[src/rtl/pipe_execute_stage.sv]
// Execute stage of the pipelined Y86-64 core: E pipeline register, ALU, condition codes,
// cmov/jXX condition evaluation and the M pipeline register.
module pipe_execute_stage #(
  parameter int WIDTH  = 64,
  parameter int STAT_W = 3
) (
  input  logic              clk,
  input  logic              rst_n,
  input  logic              stall_e,
  input  logic              bubble_e,
  input  logic              bubble_m,
  input  logic [STAT_W-1:0] d_stat,
  input  logic [3:0]        d_icode,
  input  logic [3:0]        d_ifun,
  input  logic [WIDTH-1:0]  d_valC,
  input  logic [WIDTH-1:0]  d_valA,
  input  logic [WIDTH-1:0]  d_valB,
  input  logic [3:0]        d_dstE,
  input  logic [3:0]        d_dstM,
  input  logic              m_exc,
  input  logic              w_exc,
  output logic [WIDTH-1:0]  e_valE,
  output logic [3:0]        e_dstE,
  output logic              e_cnd,
  output logic [STAT_W-1:0] M_stat,
  output logic [3:0]        M_icode,
  output logic              M_cnd,
  output logic [WIDTH-1:0]  M_valE,
  output logic [WIDTH-1:0]  M_valA,
  output logic [3:0]        M_dstE,
  output logic [3:0]        M_dstM,
  output logic              cc_zf,
  output logic              cc_sf,
  output logic              cc_of
);

  localparam logic [STAT_W-1:0] STAT_AOK = STAT_W'(1);
  localparam logic [STAT_W-1:0] STAT_INS = STAT_W'(4);

  localparam logic [3:0] I_NOP   = 4'h1;
  localparam logic [3:0] I_CMOV  = 4'h2;
  localparam logic [3:0] I_IRMOV = 4'h3;
  localparam logic [3:0] I_RMMOV = 4'h4;
  localparam logic [3:0] I_MRMOV = 4'h5;
  localparam logic [3:0] I_OPQ   = 4'h6;
  localparam logic [3:0] I_JXX   = 4'h7;
  localparam logic [3:0] I_CALL  = 4'h8;
  localparam logic [3:0] I_RET   = 4'h9;
  localparam logic [3:0] I_PUSH  = 4'hA;
  localparam logic [3:0] I_POP   = 4'hB;
  localparam logic [3:0] R_NONE  = 4'hF;

  localparam logic [WIDTH-1:0] STACK_STEP = WIDTH'(WIDTH / 8);

  logic [STAT_W-1:0] E_stat;
  logic [3:0]        E_icode;
  logic [3:0]        E_ifun;
  logic [WIDTH-1:0]  E_valC;
  logic [WIDTH-1:0]  E_valA;
  logic [WIDTH-1:0]  E_valB;
  logic [3:0]        E_dstE;
  logic [3:0]        E_dstM;

  logic [WIDTH-1:0]  alu_a;
  logic [WIDTH-1:0]  alu_b;
  logic [WIDTH-1:0]  alu_r;
  logic              alu_of;
  logic              bad_op;
  logic              set_cc;
  logic              cond;
  logic [STAT_W-1:0] e_stat;

  // E register: stall wins over bubble
  always_ff @(posedge clk or negedge rst_n) begin
    if (!rst_n) begin
      E_stat  <= STAT_AOK;
      E_icode <= I_NOP;
      E_ifun  <= 4'h0;
      E_valC  <= '0;
      E_valA  <= '0;
      E_valB  <= '0;
      E_dstE  <= R_NONE;
      E_dstM  <= R_NONE;
    end else if (stall_e) begin
      E_stat  <= E_stat;
    end else if (bubble_e) begin
      E_stat  <= STAT_AOK;
      E_icode <= I_NOP;
      E_ifun  <= 4'h0;
      E_valC  <= '0;
      E_valA  <= '0;
      E_valB  <= '0;
      E_dstE  <= R_NONE;
      E_dstM  <= R_NONE;
    end else begin
      E_stat  <= d_stat;
      E_icode <= d_icode;
      E_ifun  <= d_ifun;
      E_valC  <= d_valC;
      E_valA  <= d_valA;
      E_valB  <= d_valB;
      E_dstE  <= d_dstE;
      E_dstM  <= d_dstM;
    end
  end

  always_comb begin
    alu_a = '0;
    case (E_icode)
      I_CMOV, I_OPQ:           alu_a = E_valA;
      I_IRMOV, I_RMMOV, I_MRMOV: alu_a = E_valC;
      I_CALL, I_PUSH:          alu_a = -STACK_STEP;
      I_RET, I_POP:            alu_a = STACK_STEP;
      default:                 alu_a = '0;
    endcase

    alu_b = '0;
    case (E_icode)
      I_RMMOV, I_MRMOV, I_OPQ, I_CALL, I_RET, I_PUSH, I_POP: alu_b = E_valB;
      default: alu_b = '0;
    endcase
  end

  always_comb begin
    bad_op = (E_icode == I_OPQ) && (E_ifun > 4'd3);
    alu_r  = alu_b + alu_a;
    alu_of = (alu_a[WIDTH-1] == alu_b[WIDTH-1]) && (alu_r[WIDTH-1] != alu_a[WIDTH-1]);
    if (E_icode == I_OPQ) begin
      case (E_ifun)
        4'd1: begin
          alu_r  = alu_b - alu_a;
          alu_of = (alu_a[WIDTH-1] != alu_b[WIDTH-1]) && (alu_r[WIDTH-1] != alu_b[WIDTH-1]);
        end
        4'd2: begin
          alu_r  = alu_b & alu_a;
          alu_of = 1'b0;
        end
        4'd3: begin
          alu_r  = alu_b ^ alu_a;
          alu_of = 1'b0;
        end
        default: ;
      endcase
    end
    e_valE = bad_op ? '0 : alu_r;
    set_cc = (E_icode == I_OPQ) && !bad_op && !m_exc && !w_exc && (E_stat == STAT_AOK);
    e_stat = (bad_op && (E_stat == STAT_AOK)) ? STAT_INS : E_stat;
  end

  // Conditions read the CC value held during this cycle, before any update at its end
  always_comb begin
    cond = 1'b0;
    case (E_ifun)
      4'd0: cond = 1'b1;
      4'd1: cond = (cc_sf ^ cc_of) | cc_zf;
      4'd2: cond = cc_sf ^ cc_of;
      4'd3: cond = cc_zf;
      4'd4: cond = !cc_zf;
      4'd5: cond = !(cc_sf ^ cc_of);
      4'd6: cond = !(cc_sf ^ cc_of) && !cc_zf;
      default: cond = 1'b0;
    endcase
    e_cnd  = ((E_icode == I_CMOV) || (E_icode == I_JXX)) ? cond : 1'b0;
    e_dstE = ((E_icode == I_CMOV) && !e_cnd) ? R_NONE : E_dstE;
  end

  always_ff @(posedge clk or negedge rst_n) begin
    if (!rst_n) begin
      cc_zf <= 1'b1;
      cc_sf <= 1'b0;
      cc_of <= 1'b0;
    end else if (set_cc) begin
      cc_zf <= (alu_r == '0);
      cc_sf <= alu_r[WIDTH-1];
      cc_of <= alu_of;
    end
  end

  always_ff @(posedge clk or negedge rst_n) begin
    if (!rst_n) begin
      M_stat  <= STAT_AOK;
      M_icode <= I_NOP;
      M_cnd   <= 1'b0;
      M_valE  <= '0;
      M_valA  <= '0;
      M_dstE  <= R_NONE;
      M_dstM  <= R_NONE;
    end else if (bubble_m) begin
      M_stat  <= STAT_AOK;
      M_icode <= I_NOP;
      M_cnd   <= 1'b0;
      M_valE  <= '0;
      M_valA  <= '0;
      M_dstE  <= R_NONE;
      M_dstM  <= R_NONE;
    end else begin
      M_stat  <= e_stat;
      M_icode <= E_icode;
      M_cnd   <= e_cnd;
      M_valE  <= e_valE;
      M_valA  <= E_valA;
      M_dstE  <= e_dstE;
      M_dstM  <= E_dstM;
    end
  end

endmodule

[config.mk]
export PLATFORM = sky130hd
export DESIGN_NAME = pipe_execute_stage
export DESIGN_NICKNAME = d
export VERILOG_FILES = /design/src/rtl/pipe_execute_stage.sv
export SDC_FILE = /design/constraint.sdc
export NUM_CORES = 1
export LEC_CHECK = 0
export CORE_UTILIZATION = 55
export DETAILED_ROUTE_END_ITERATION = 12
export GPL_TIMING_DRIVEN = 0
export PLACE_DENSITY_LB_ADDON = 0.3
export SYNTH_ARGS = -nofsm -noshare
export SYNTH_HDL_FRONTEND = slang
export SYNTH_SLANG_ARGS = --single-unit
[constraint.sdc]
create_clock -name clk -period 8 [get_ports clk]
set_input_delay 2 -clock clk [delete_from_list [all_inputs] [get_ports clk]]
set_output_delay 2 -clock clk [all_outputs]
set_load 0.005 [all_outputs]
==> reports/qor.yml <==
syn-cell-area_sq_um: 25800
syn2layout_area_growth_pct: 31.2
drive_gt1_frac: 0.117
dp_cells: 4267
crit_top_cell: "nor2_1"
synth.avg_cell_area_sq_um: 8.00
routed.top_layer: "met4"
wirelength_um: 115000
io_buffers: 430
hold_start: "E_valB[56]"
hold_buffers: 0
met2WireLength_um: 48000
r2r_end: "cc_zf"
relSlewSlack: 0.178
whs_endpoint: "E_valB[56]"
peakVddDrop_mv: 0.196
met1Wirelength_um: 44900
fmax_mhz: 123
synthTopCellsByCount: "nand2_1, dfrtp_1, o21ai_0, nor2_1, nand2b_1"
whs_path_depth: 2
synth.distinct_cells: 103
cts-root-buf: "clkbuf_16"
fin_ws_ns: -0.127
clock_latency_ns: 0.58
cp_cell_sequence: "nor2_2 -> nand2_1 -> nor2_1 -> clkbuf_2 -> clkbuf_2 -> buf_1 -> buf_1 -> nand3_1 -> a41oi_2 -> nor2_1 -> nor2_1 -> clkdlybuf4s50_1"
post-route-drc-count: 0
fillers: 3452
cellLeakagePower_uw: 0.0148
gp_congestion: 1.07
crit_arrival_ns: 6.13
htree_num_levels: 2
dieArea_sq_um: 47800
hold_class: "register to register"
crit_path_start_kind: "register"
async_flop_share: 1.00
grt_max_degree: 101
rsz0062_at_grt: "yes"
stdcell_count: 4368
synth_edf_count: 0
grt_use_total: 0.465
clock_skew_ns: 0.0224
worstPathMaxFanout: 10
maxCapViolCount: 0
synthMostInstantiatedCell: "nand2_1"
yosys.area.top_type: "dfrtp_1"
fin_crit_ns: 8.13
wl_per_cell_um: 26.3
via_per_inst: 6.60
final-setup-viol-count: 6
crit_type: "register to output pin"
slew_viol_final: 0
ys_ff_latch: 358
ff2ff_path_depth: 21
status: "finished with violations"
worst_setup_path_end_kind: "output pin"
fin_crit_sh: 1.02
worst_path_max_delay_cell: "nand2_1"
max_slew.worst_pin.slew_ns: 1.23
critPathMaxStageDelay_ns: 0.69
finalPower_uw: 6280
ioPinCount: 434
rr_startpoint: "E_icode[2]"
synth_warnings: 0
ant_nets: 0
start_util: 0.555
nets: 4076
first_pass_iters: 6
synthFlopType: "dfrtp_1"
failed_checks: "negative setup slack"
synth_fp_nets: 3573
final-seq-area_sq_um: 8980
hold_viol: 0
power_density_nw_per_um2: 185
synthTopCellsByArea: "dfrtp_1, ha_1, o21ai_0"
die_h_um: 219
drt_iter0_drc: 4113
critPathBufInv: 5
vias: 28800
cts_tree: "yes"
antenna_found_initial: 3
cts_made_buffers: 39
rows: 79
grt_pass1_vias: 26700
grt_first_pass_wirelength_um: 166000
clock_sinks: 358
cts.path.max_buffers: 3
rrSetupSlack_ns: 1.20
die_w_um: 219
path_delay_family: "buffers and inverters"
crit_required_ns: 6.00
dpl.hpwl_um: 87100
route.met3.wl_um: 16600
synth_top_area_share: 0.327
clk_pin_slew_ns: 0.06
core_area_sq_um: 46500
multi_input_area_sq_um: 16500
overflow: 0
seq_area_frac_synth: 0.348
syn_inst: 3225
[how the worst max path moves through the flow]
stage	to	start	cells past startpoint
2_1_floorplan	e_valE[62]	E_icode[0]	21
3_3_place_gp	M_valA[10]	rst_n	1
3_5_place_dp	e_valE[63]	E_icode[2]	21
4_1_cts	e_valE[63]	E_icode[0]	20
5_1_grt	e_valE[63]	E_icode[3]	20
6_report	e_valE[36]	E_ifun[3]	12
[cell families (layout without fill, tap and decap cells)]
logic type / Yosys count / after routing / synth area share
other cells: 0 / 4 / 0
buf+inv: 370 / 902 / 0.0575
xor+xnor: 34 / 34 / 0.0115
fa+ha+maj: 130 / 130 / 0.0636
simple gates: 1330 / 1330 / 0.262
flops: 358 / 358 / 0.348
mux: 26 / 26 / 0.0105
compound gates: 977 / 977 / 0.246
[worst reg2reg max path, delay by kind of cell, from the launching register on]
family | cells | cell delay, ns
and+or+nand+nor | 7 | 2.63
adders and majority gates | 1 | 0.38
DFF | 1 | 0.33
muxes | 2 | 0.62
AOI/OAI and AO/OA | 6 | 1.92
buffers and inverters | 5 | 0.82
[flip-flops by register name (all words and copies together) (netlist names), 3 cells and up]
| signal | flops |
|---|---|
| E_valA | 64 |
| E_valB | 64 |
| E_valC | 64 |
| M_valA | 64 |
| M_valE | 64 |
| E_dstE | 4 |
| E_dstM | 4 |
| E_icode | 4 |
| E_ifun | 4 |
| M_dstE | 4 |
| M_dstM | 4 |
| M_icode | 4 |
| E_stat | 3 |
| M_stat | 3 |
[what timing repair did]
action,CTS,global route
cloned,0,0
setup endpoints to repair,54,37
resized for setup,144,173
pin swaps,16,28
buffers inserted,18,18
[area by class of cell]
cell class	count	area share
Buffer	211	0.0302
Sequential cell	358	0.265
Clock inverter	11	0.00255
Antenna cell	4	0.000296
Inverter	150	0.0169
Clock buffer	59	0.0355
Timing Repair Buffer	471	0.139
Tap cell	607	0.0224
Multi-Input combinational cell	2497	0.488
[cells in the final DEF, fill, tap and decap left out, types with 30 or more instances in the layout]
master and n:
dfrtp_1 337, ha_1 124, clkbuf_16 41, nand2_1 363
nand2b_1 233, nor2b_1 172, clkbuf_1 126, buf_4 38
inv_1 144, clkdlybuf4s50_1 429, nand3_1 50, a21oi_1 194
a221o_1 30, nor3_1 51, a21o_1 37, o21ai_0 300
nor2_1 254
[layer usage]
metal / GRT usage / up-vias
met5: 0 / -
met4: 0.190 / 0
met3: 0.157 / 344
met2: 0.670 / 2248
met1: 0.635 / 13900
li1: - / 12400
[power breakdown]
part	leakage, uW	internal, uW	switching (uW)
clock	0.000645	1050	793
combinational	0.00948	931	1460
sequential	0.00468	1950	90.4
total	0.0148	3930	2350
[stage by stage]
stage / utilization / hold slack [ns] / cell area [sq um] / setup WS [ns] / TNS, ns
2_1_floorplan: - / 0.442 / 25800 / 1.38 / 0
3_3_place_gp: 0.664 / 0.453 / 30900 / -10.19 / -3536.94
3_5_place_dp: 0.667 / 0.463 / 31000 / -1.09 / -16.05
4_1_cts: 0.710 / 0.476 / 33000 / -0.0452 / -0.0617
5_1_grt: 0.729 / 0.500 / 33900 / -0.121 / -0.230
6_report: 0.729 / 0.472 / 33900 / -0.127 / -0.287
(Power assumes the default switching activity.)
